--- config.mk ---
export PLATFORM = sky130hd
export DESIGN_NAME = uart_tx_sequencer_flat
export DESIGN_NICKNAME = d
export VERILOG_FILES = /design/src/rtl/uart_tx_sequencer_if.sv /design/src/rtl/uart_tx_sequencer.sv /design/src/flat_wrapper.sv
export SDC_FILE = /design/constraint.sdc
export NUM_CORES = 1
export LEC_CHECK = 0
export ABC_CLOCK_PERIOD_IN_PS = 2600
export BUFFER_PORTS_ARGS = -buffer_cell sky130_fd_sc_hd__buf_4
export CAP_MARGIN = 20
export CORE_AREA = 2 2 50 76
export CTS_BUF_LIST = sky130_fd_sc_hd__clkbuf_4 sky130_fd_sc_hd__clkbuf_8
export DETAILED_ROUTE_END_ITERATION = 8
export DIE_AREA = 0 0 52 78
export PLACE_DENSITY = 0.77
export SYNTH_ARGS = -nofsm -noshare
export SYNTH_HDL_FRONTEND = slang
export SYNTH_SLANG_ARGS = --single-unit
--- constraint.sdc ---
create_clock -name clk -period 2.6 [get_ports clk]
set_input_delay 0.13 -clock clk [delete_from_list [all_inputs] [get_ports clk]]
set_output_delay 0.13 -clock clk [all_outputs]
set_load 0.01 [all_outputs]
--- src/rtl/uart_tx_sequencer_if.sv ---
// Byte handshake and frame/bit-index outputs between the UART TX sequencer and its users.
// The slave side is the sequencer; the master side supplies bytes and observes the mux feed.
interface uart_tx_sequencer_if;
  logic [7:0]  din;
  logic        din_valid;
  logic        din_ready;
  logic [15:0] frame;
  logic [3:0]  addr;
  logic        busy;
  logic        done;

  modport master (
    output din, din_valid,
    input  din_ready, frame, addr, busy, done
  );

  modport slave (
    input  din, din_valid,
    output din_ready, frame, addr, busy, done
  );
endinterface

--- src/rtl/uart_tx_sequencer.sv ---
// Builds a 16-bit UART frame vector from an accepted byte and steps the mux bit index
// once per baud period; index 15 (always 1) is the idle-line position.
module uart_tx_sequencer #(
  parameter int unsigned DIV        = 5208,
  parameter int unsigned PARITY_EN  = 0,
  parameter int unsigned PARITY_ODD = 0,
  parameter int unsigned STOP_BITS  = 1
) (
  input logic              clk,
  input logic              rst,
  uart_tx_sequencer_if.slave bus
);

  // Index of the final stop bit: start + 8 data + optional parity + stop bits - 1.
  localparam logic [3:0]  LAST     = 4'(8 + PARITY_EN + STOP_BITS);
  localparam logic [15:0] CNT_MAX  = 16'(DIV - 1);
  localparam logic [3:0]  IDLE_IDX = 4'd15;

  typedef enum logic {IDLE, SEND} state_t;

  state_t      state_q, state_d;
  logic [15:0] frame_q, frame_d;
  logic [3:0]  addr_q, addr_d;
  logic [15:0] cnt_q, cnt_d;
  logic        ready_q, ready_d;
  logic        busy_q, busy_d;
  logic        done_q, done_d;
  logic        accept;

  function automatic logic [15:0] build_frame(input logic [7:0] data);
    logic [15:0] f;
    f      = '1;
    f[0]   = 1'b0;
    f[8:1] = data;
    if (PARITY_EN != 0) f[9] = (^data) ^ (PARITY_ODD != 0);
    return f;
  endfunction

  assign accept = bus.din_valid & ready_q;

  always_ff @(posedge clk or posedge rst) begin
    if (rst) begin
      state_q <= IDLE;
      frame_q <= '1;
      addr_q  <= IDLE_IDX;
      cnt_q   <= '0;
      ready_q <= 1'b1;
      busy_q  <= 1'b0;
      done_q  <= 1'b0;
    end else begin
      state_q <= state_d;
      frame_q <= frame_d;
      addr_q  <= addr_d;
      cnt_q   <= cnt_d;
      ready_q <= ready_d;
      busy_q  <= busy_d;
      done_q  <= done_d;
    end
  end

  always_comb begin
    state_d = state_q;
    frame_d = frame_q;
    addr_d  = addr_q;
    cnt_d   = cnt_q;
    ready_d = ready_q;
    busy_d  = busy_q;
    done_d  = 1'b0;

    unique case (state_q)
      IDLE: begin
        if (accept) begin
          frame_d = build_frame(bus.din);
          addr_d  = '0;
          cnt_d   = '0;
          state_d = SEND;
          ready_d = 1'b0;
          busy_d  = 1'b1;
        end
      end
      SEND: begin
        if (cnt_q == CNT_MAX) begin
          cnt_d = '0;
          if (addr_q == LAST) begin
            // Ready rises together with done so a waiting byte starts after a one-cycle idle gap.
            addr_d  = IDLE_IDX;
            state_d = IDLE;
            ready_d = 1'b1;
            busy_d  = 1'b0;
            done_d  = 1'b1;
          end else begin
            addr_d = addr_q + 4'd1;
          end
        end else begin
          cnt_d = cnt_q + 16'd1;
        end
      end
      default: state_d = IDLE;
    endcase
  end

  assign bus.din_ready = ready_q;
  assign bus.frame     = frame_q;
  assign bus.addr      = addr_q;
  assign bus.busy      = busy_q;
  assign bus.done      = done_q;

endmodule

--- src/flat_wrapper.sv ---
// flat-port wrapper written by rule: the top's interface ports become plain ports
module uart_tx_sequencer_flat 
#(
  parameter int unsigned DIV        = 5208,
  parameter int unsigned PARITY_EN  = 0,
  parameter int unsigned PARITY_ODD = 0,
  parameter int unsigned STOP_BITS  = 1
)
  (clk, rst, bus_din, bus_din_valid, bus_din_ready, bus_frame, bus_addr, bus_busy, bus_done);
  uart_tx_sequencer_if bus_i ();
  input logic clk;
  input logic rst;
  input wire logic [$bits(bus_i.din)-1:0] bus_din;
  input wire logic [$bits(bus_i.din_valid)-1:0] bus_din_valid;
  output wire logic [$bits(bus_i.din_ready)-1:0] bus_din_ready;
  output wire logic [$bits(bus_i.frame)-1:0] bus_frame;
  output wire logic [$bits(bus_i.addr)-1:0] bus_addr;
  output wire logic [$bits(bus_i.busy)-1:0] bus_busy;
  output wire logic [$bits(bus_i.done)-1:0] bus_done;
  assign bus_i.din = bus_din;
  assign bus_i.din_valid = bus_din_valid;
  assign bus_din_ready = bus_i.din_ready;
  assign bus_frame = bus_i.frame;
  assign bus_addr = bus_i.addr;
  assign bus_busy = bus_i.busy;
  assign bus_done = bus_i.done;
  uart_tx_sequencer #(.DIV(DIV), .PARITY_EN(PARITY_EN), .PARITY_ODD(PARITY_ODD), .STOP_BITS(STOP_BITS)) u_core (.clk(clk), .rst(rst), .bus(bus_i));
endmodule
# After elaboration in Yosys (flattened, before gate mapping)
# Index checks and enable logic that the tools add are counted.
# Widths: inputs -> output; s select.
dict set report totals {
  register_bits 33
  output_inout_bits 23
  elab_cells 41
}
dict set report op_classes {
  n_addsub 2
  eq_ne 5
  mux 22
  n_bitwise 2
  reduce_logical 3
}
# cell n
set ops {}
lappend ops {{$mux 16} 2}
lappend ops {{$pmux 16 s2} 1}
lappend ops {{$add 16x1->16 const B} 1}
lappend ops {{$eq 16x13->1 const B} 1}
lappend ops {{$mux 1} 12}
lappend ops {{$mux 4} 3}
lappend ops {{$pmux 4 s2} 1}
lappend ops {{$pmux 1 s2} 3}
lappend ops {{$add 4x1->4 const B} 1}
lappend ops {{$eq 4x4->1 const B} 1}
lappend ops {{$ne 2x2->1 const B} 2}
lappend ops {{$reduce_and 2->1} 2}
lappend ops {{$reduce_and 3->1} 1}
lappend ops {{$ne 2x1->1 const B} 1}
lappend ops {{$and 1x1->1} 1}
lappend ops {{$not 1->1} 1}

# Logic depth before layout (Yosys ltp)
dict set report depth {
  word_depth 4
  mapped_depth 6
}

# Worst setup path before layout
# Ideal clock, no wire load.
dict set report synth_timing {
  kind {register to register}
  start {register u_core.cnt_q[5]}
  end {register u_core.addr_q[2] (netlist: u_core.bus.addr[2])}
  setup_time_ps 83
  arrival_ps 1493
  required_ps 2517
  path_slack_ps 1024
  stages_incl_launch_ff 6
  period_less_slack_ps 1576
  cell_sequence {dfrtp_1 -> buf_6 -> nor4b_4 -> nand4_4 -> or2_4 -> o311a_1}
}
dict set report synth_via {
  elab_chain_cells 3
}
# element line_no
set synth_rtl {}
lappend synth_rtl {{start, declared} uart_tx_sequencer.sv:24} ;# logic [15:0] cnt_q, cnt_d;
lappend synth_rtl {{start signal, assigned} uart_tx_sequencer.sv:54} ;# cnt_q <= cnt_d;
lappend synth_rtl {{$eq 16x13->1} uart_tx_sequencer.sv:82} ;# if (cnt_q == CNT_MAX) begin
lappend synth_rtl {{$ne 2x2->1 (no source line)} -}
lappend synth_rtl {{$reduce_and 2->1 (no source line)} -}
lappend synth_rtl {{end signal, assigned} uart_tx_sequencer.sv:53} ;# addr_q <= addr_d;
lappend synth_rtl {{end, declared} uart_tx_sequencer.sv:23} ;# logic [3:0] addr_q, addr_d;
# Every way passes these cells.
# A chain may end at the register's enable or synchronous reset.

# Worst setup path in the final report
dict set report layout_timing {
  start {register u_core.cnt_q[0]}
  end {register u_core.busy_q (netlist: u_core.bus.busy)}
}
dict set report layout_via {
  elab_chain_cells 3
}
# element line_no
set layout_rtl {}
lappend layout_rtl {{$eq 16x13->1} uart_tx_sequencer.sv:82}
lappend layout_rtl {{$ne 2x2->1 (no source line)} -}
lappend layout_rtl {{$reduce_and 3->1 (no source line)} -}
lappend layout_rtl {{end signal, assigned} uart_tx_sequencer.sv:56} ;# busy_q <= busy_d;
lappend layout_rtl {{end, declared} uart_tx_sequencer.sv:26} ;# logic busy_q, busy_d;
# Every way passes these cells.

==> flow_summary.ini <==
[routing]
routed_wl_mm = 3.967
vias_per_cell = 5.914
via_count = 1449
wire_per_inst_um = 16.19
postRouteAntennaNets = 0
drt_iter0_drc = 56
firstDrtPassIters = 4
route.detailed.drc = 0

[setup_path]
path_cells = ha_1 > and4_1 > nand4_4 > nor3_1 > o21ai_0
cp_slowest_cell = dfrtp_1
crit_arrival_ns = 1.98
startpoint_type = flop
reg2reg_depth = 5
path_class = flop to flop
path_max_fanout = 13
cp.required_ns = 2.73
cp_slowest_stage_delay_ns = 0.43
r2r-start = u_core.cnt_q[0]$_DFFE_PP0P_
end_kind = flop
r2r_end = u_core.bus.busy$_DFFE_PP0P_
r2r_slack_ns = 0.74
crit_family = simple AND/OR/NAND/NOR gates
worst-path-buf-inv = 0

[die]
die_area_sq_um = 4056
ioPinCount = 34
start_util = 0.5385
rows = 26
coreArea_sq_um = 3351
die_w_um = 52
die_y_um = 78

[hold_path]
whs_path_depth = 2
min_to = u_core.bus.frame[7]$_DFFE_PP1P_
worstHoldPathType = input port to flop
min_from = bus_din[6]

[power_and_ir_drop]
p_leak_nw = 0.9777
power.switching_uw = 202.1
p_clk_frac = 0.483
swShare = 0.1923
sequentialPowerShare = 0.490
internal-power_uw = 848.7
power.density_nw_per_um2 = 495.2
max-vdd-ir-drop_uv = 394.1
combPwrFrac = 0.027

[yosys]
ys_types = 39
yosysTopAreaCell = dfrtp_1
synth-seq-area-share = 0.4674
syn_area_per_cell_sq_um = 10.19
ys_top_cells_by_area = dfrtp_1 26%, dfstp_2 20%, a31oi_1 6.2%
syn_area_sq_um = 1804
yosys_warnings = 0
synth_top_area_share = 0.2635
ys_ff_latch = 33
postSynthCellCount = 177

[sta]
finalHoldViolCount = 0
skew_ns = 0.003339
grt_setup_unrepaired = false
setup_viol = 0
worstMarginPinSlew_ns = 0.6312
period_share = 0.7142
max_freq_ghz = 0.5385
slew-limit-headroom = 0.5780
period_needed_ns = 1.857
slew_viol_final = 0
finalSetupTns_ns = 0

[clocking]
h-tree-depth = 2
cts.clk_slew.worst_paths_ns = 0.07
cts_resized = 0
cts_sinks = 33
clockRootBuffer = clkbuf_8
clkLatencyLatePin_ns = 0.28
cts_made_buffers = 5
tritoncts = done
clk_path_buf_depth = 2

[global_routing]
antenna_found_initial = 0
grt_util_all_layers = 0.2270
grt_max_degree = 29
grt_pass1_vias = 1508
grt.overflow.total = 0
grt_pass1_wl_mm = 6.969

[layout]
fin_cells = 245
fin_nets = 216
areaGrowthSynthToFinish_pct = 17.61
drive_gt1_frac = 0.3202
diodes = 0

[run]
max-cap-violations = 0

[outcome]
status = finished, final reports clean

[placement]
post-place-cells = 236
dpl.hpwl_mm = 2.886
portBuffers = 26
gp_congestion = 0.9393
==> what timing repair did <==
action                    4_1_cts  5_1_grt
hold buffers                    1        0
hold endpoints to repair       15        0
buffers inserted                0        0
==> cell usage in the layout (no fill, tap or decap), types with 2 or more instances in the layout <==
master / synthesis / final
nand2_1: 14 / 14
nor3_1: 4 / 4
nor4b_4: 2 / 2
nand3b_1: 6 / 6
nor2_1: 5 / 5
nand3_1: 10 / 10
inv_1: 7 / 7
a31oi_1: 18 / 18
or4_1: 2 / 2
ha_1: 3 / 3
nand4_1: 4 / 4
conb_1: 1 / 7
dfrtp_1: 19 / 19
o31ai_1: 2 / 2
dfstp_2: 14 / 14
a21oi_1: 4 / 4
mux2_2: 8 / 8
a41oi_1: 3 / 3
and4_1: 5 / 5
clkbuf_8: 0 / 6
a21o_1: 2 / 2
a32o_1: 2 / 2
and2_1: 2 / 2
and3_1: 5 / 5
o21ai_0: 8 / 8
buf_4: 7 / 29
==> power groups by stage <==
stage               combinational, mW  sequential, mW  clock, mW
detailed placement             0.0276           0.523          0
finish                         0.0286           0.515      0.508
global route                   0.0326           0.514      0.544
CTS                            0.0288           0.514      0.518
floorplan                      0.0197           0.523          0
global placement               0.0270           0.523          0
==> Yosys cell counts, drive strengths merged <==
cell / n
nand4: 5
nand3: 10
a41oi: 3
buf: 13
mux2: 8
nor3: 4
nor4: 1
xnor2: 1
inv: 7
o31ai: 2
and2: 2
or3b: 1
nand2: 14
a21o: 2
nand3b: 6
a31oi: 18
nor2: 5
ha: 3
mux2i: 1
or2: 2
a32o: 2
and4: 5
o21ai: 8
or4: 2
and3: 5
dfrtp: 19
conb: 1
o311a: 1
nor4b: 2
dfstp: 14
o211ai: 1
clkbuf: 5
a21oi: 4
==> routing by layer <==
| layer | GRT usage | share of wire |
|---|---|---|
| met1 | 0.2528 | 0.39 |
| met2 | 0.4089 | 0.56 |
| met3 | 0.05577 | 0.043 |
| met4 | 0.06842 | 0.012 |
| met5 | 0 | 0 |
==> kinds of logic (layout without fill, tap and decap cells) <==
group           after synthesis  after routing  synth area share
xor+xnor                      1              1          0.004855
fa+ha+maj                     3              3           0.02081
simple gates                 64             64            0.2289
flops                        33             33            0.4674
compound gates               41             41            0.1477
buf+inv                      25             45           0.07281
mux                           9              9           0.05548
other cells                   1              7          0.002078
==> layout make-up <==
type | count | area, sq um
inverters | 7 | 26.28
repair buffers | 30 | 227.7
clock inverters | 1 | 30.03
well taps | 42 | 52.55
clock buffers | 7 | 90.09
flip-flops and latches | 33 | 843.3
multi-input cells | 125 | 852.1
fillers | 257 | 1229
==> metrics by stage <==
step           instance area, sq um  utilization  worst slack, ns  power (mW)  hold WS (ns)
2_1_floorplan                  1827            -            1.024      0.5429        0.2485
3_3_place_gp                   1992       0.5945           0.8169      0.5503        0.2361
3_5_place_dp                   1992       0.5945           0.7677      0.5508        0.2464
4_1_cts                        2122       0.6333           0.7306       1.062       0.07233
5_1_grt                        2122       0.6333           0.5287       1.091       0.06905
6_report                       2122       0.6333           0.7431       1.051       0.07553
==> how the worst max path moves through the flow <==
| stage | start | to | slack [ns] | cells after the start |
|---|---|---|---|---|
| 6_report | u_core.cnt_q[0]$_DFFE_PP0P_ | u_core.bus.busy$_DFFE_PP0P_ | 0.74 | 5 |
| 5_1_grt | u_core.cnt_q[0]$_DFFE_PP0P_ | u_core.bus.busy$_DFFE_PP0P_ | 0.53 | 5 |
| 4_1_cts | u_core.cnt_q[5]$_DFFE_PP0P_ | u_core.bus.busy$_DFFE_PP0P_ | 0.73 | 4 |
| 3_5_place_dp | u_core.cnt_q[5]$_DFFE_PP0P_ | u_core.bus.busy$_DFFE_PP0P_ | 0.77 | 4 |
| 3_3_place_gp | u_core.cnt_q[0]$_DFFE_PP0P_ | u_core.bus.busy$_DFFE_PP0P_ | 0.82 | 5 |
| 2_1_floorplan | u_core.cnt_q[5]$_DFFE_PP0P_ | u_core.bus.addr[2]$_DFFE_PP1P_ | 1.02 | 5 |
==> sequential cells by signal, indices dropped and copies added, names as in the netlist <==
register	count
u_core.bus.addr	4
u_core.bus.busy	1
u_core.bus.din_ready	1
u_core.bus.done	1
u_core.bus.frame	9
u_core.cnt_q	16
u_core.state_q	1
Note: power is estimated with default switching activity, not from simulation.
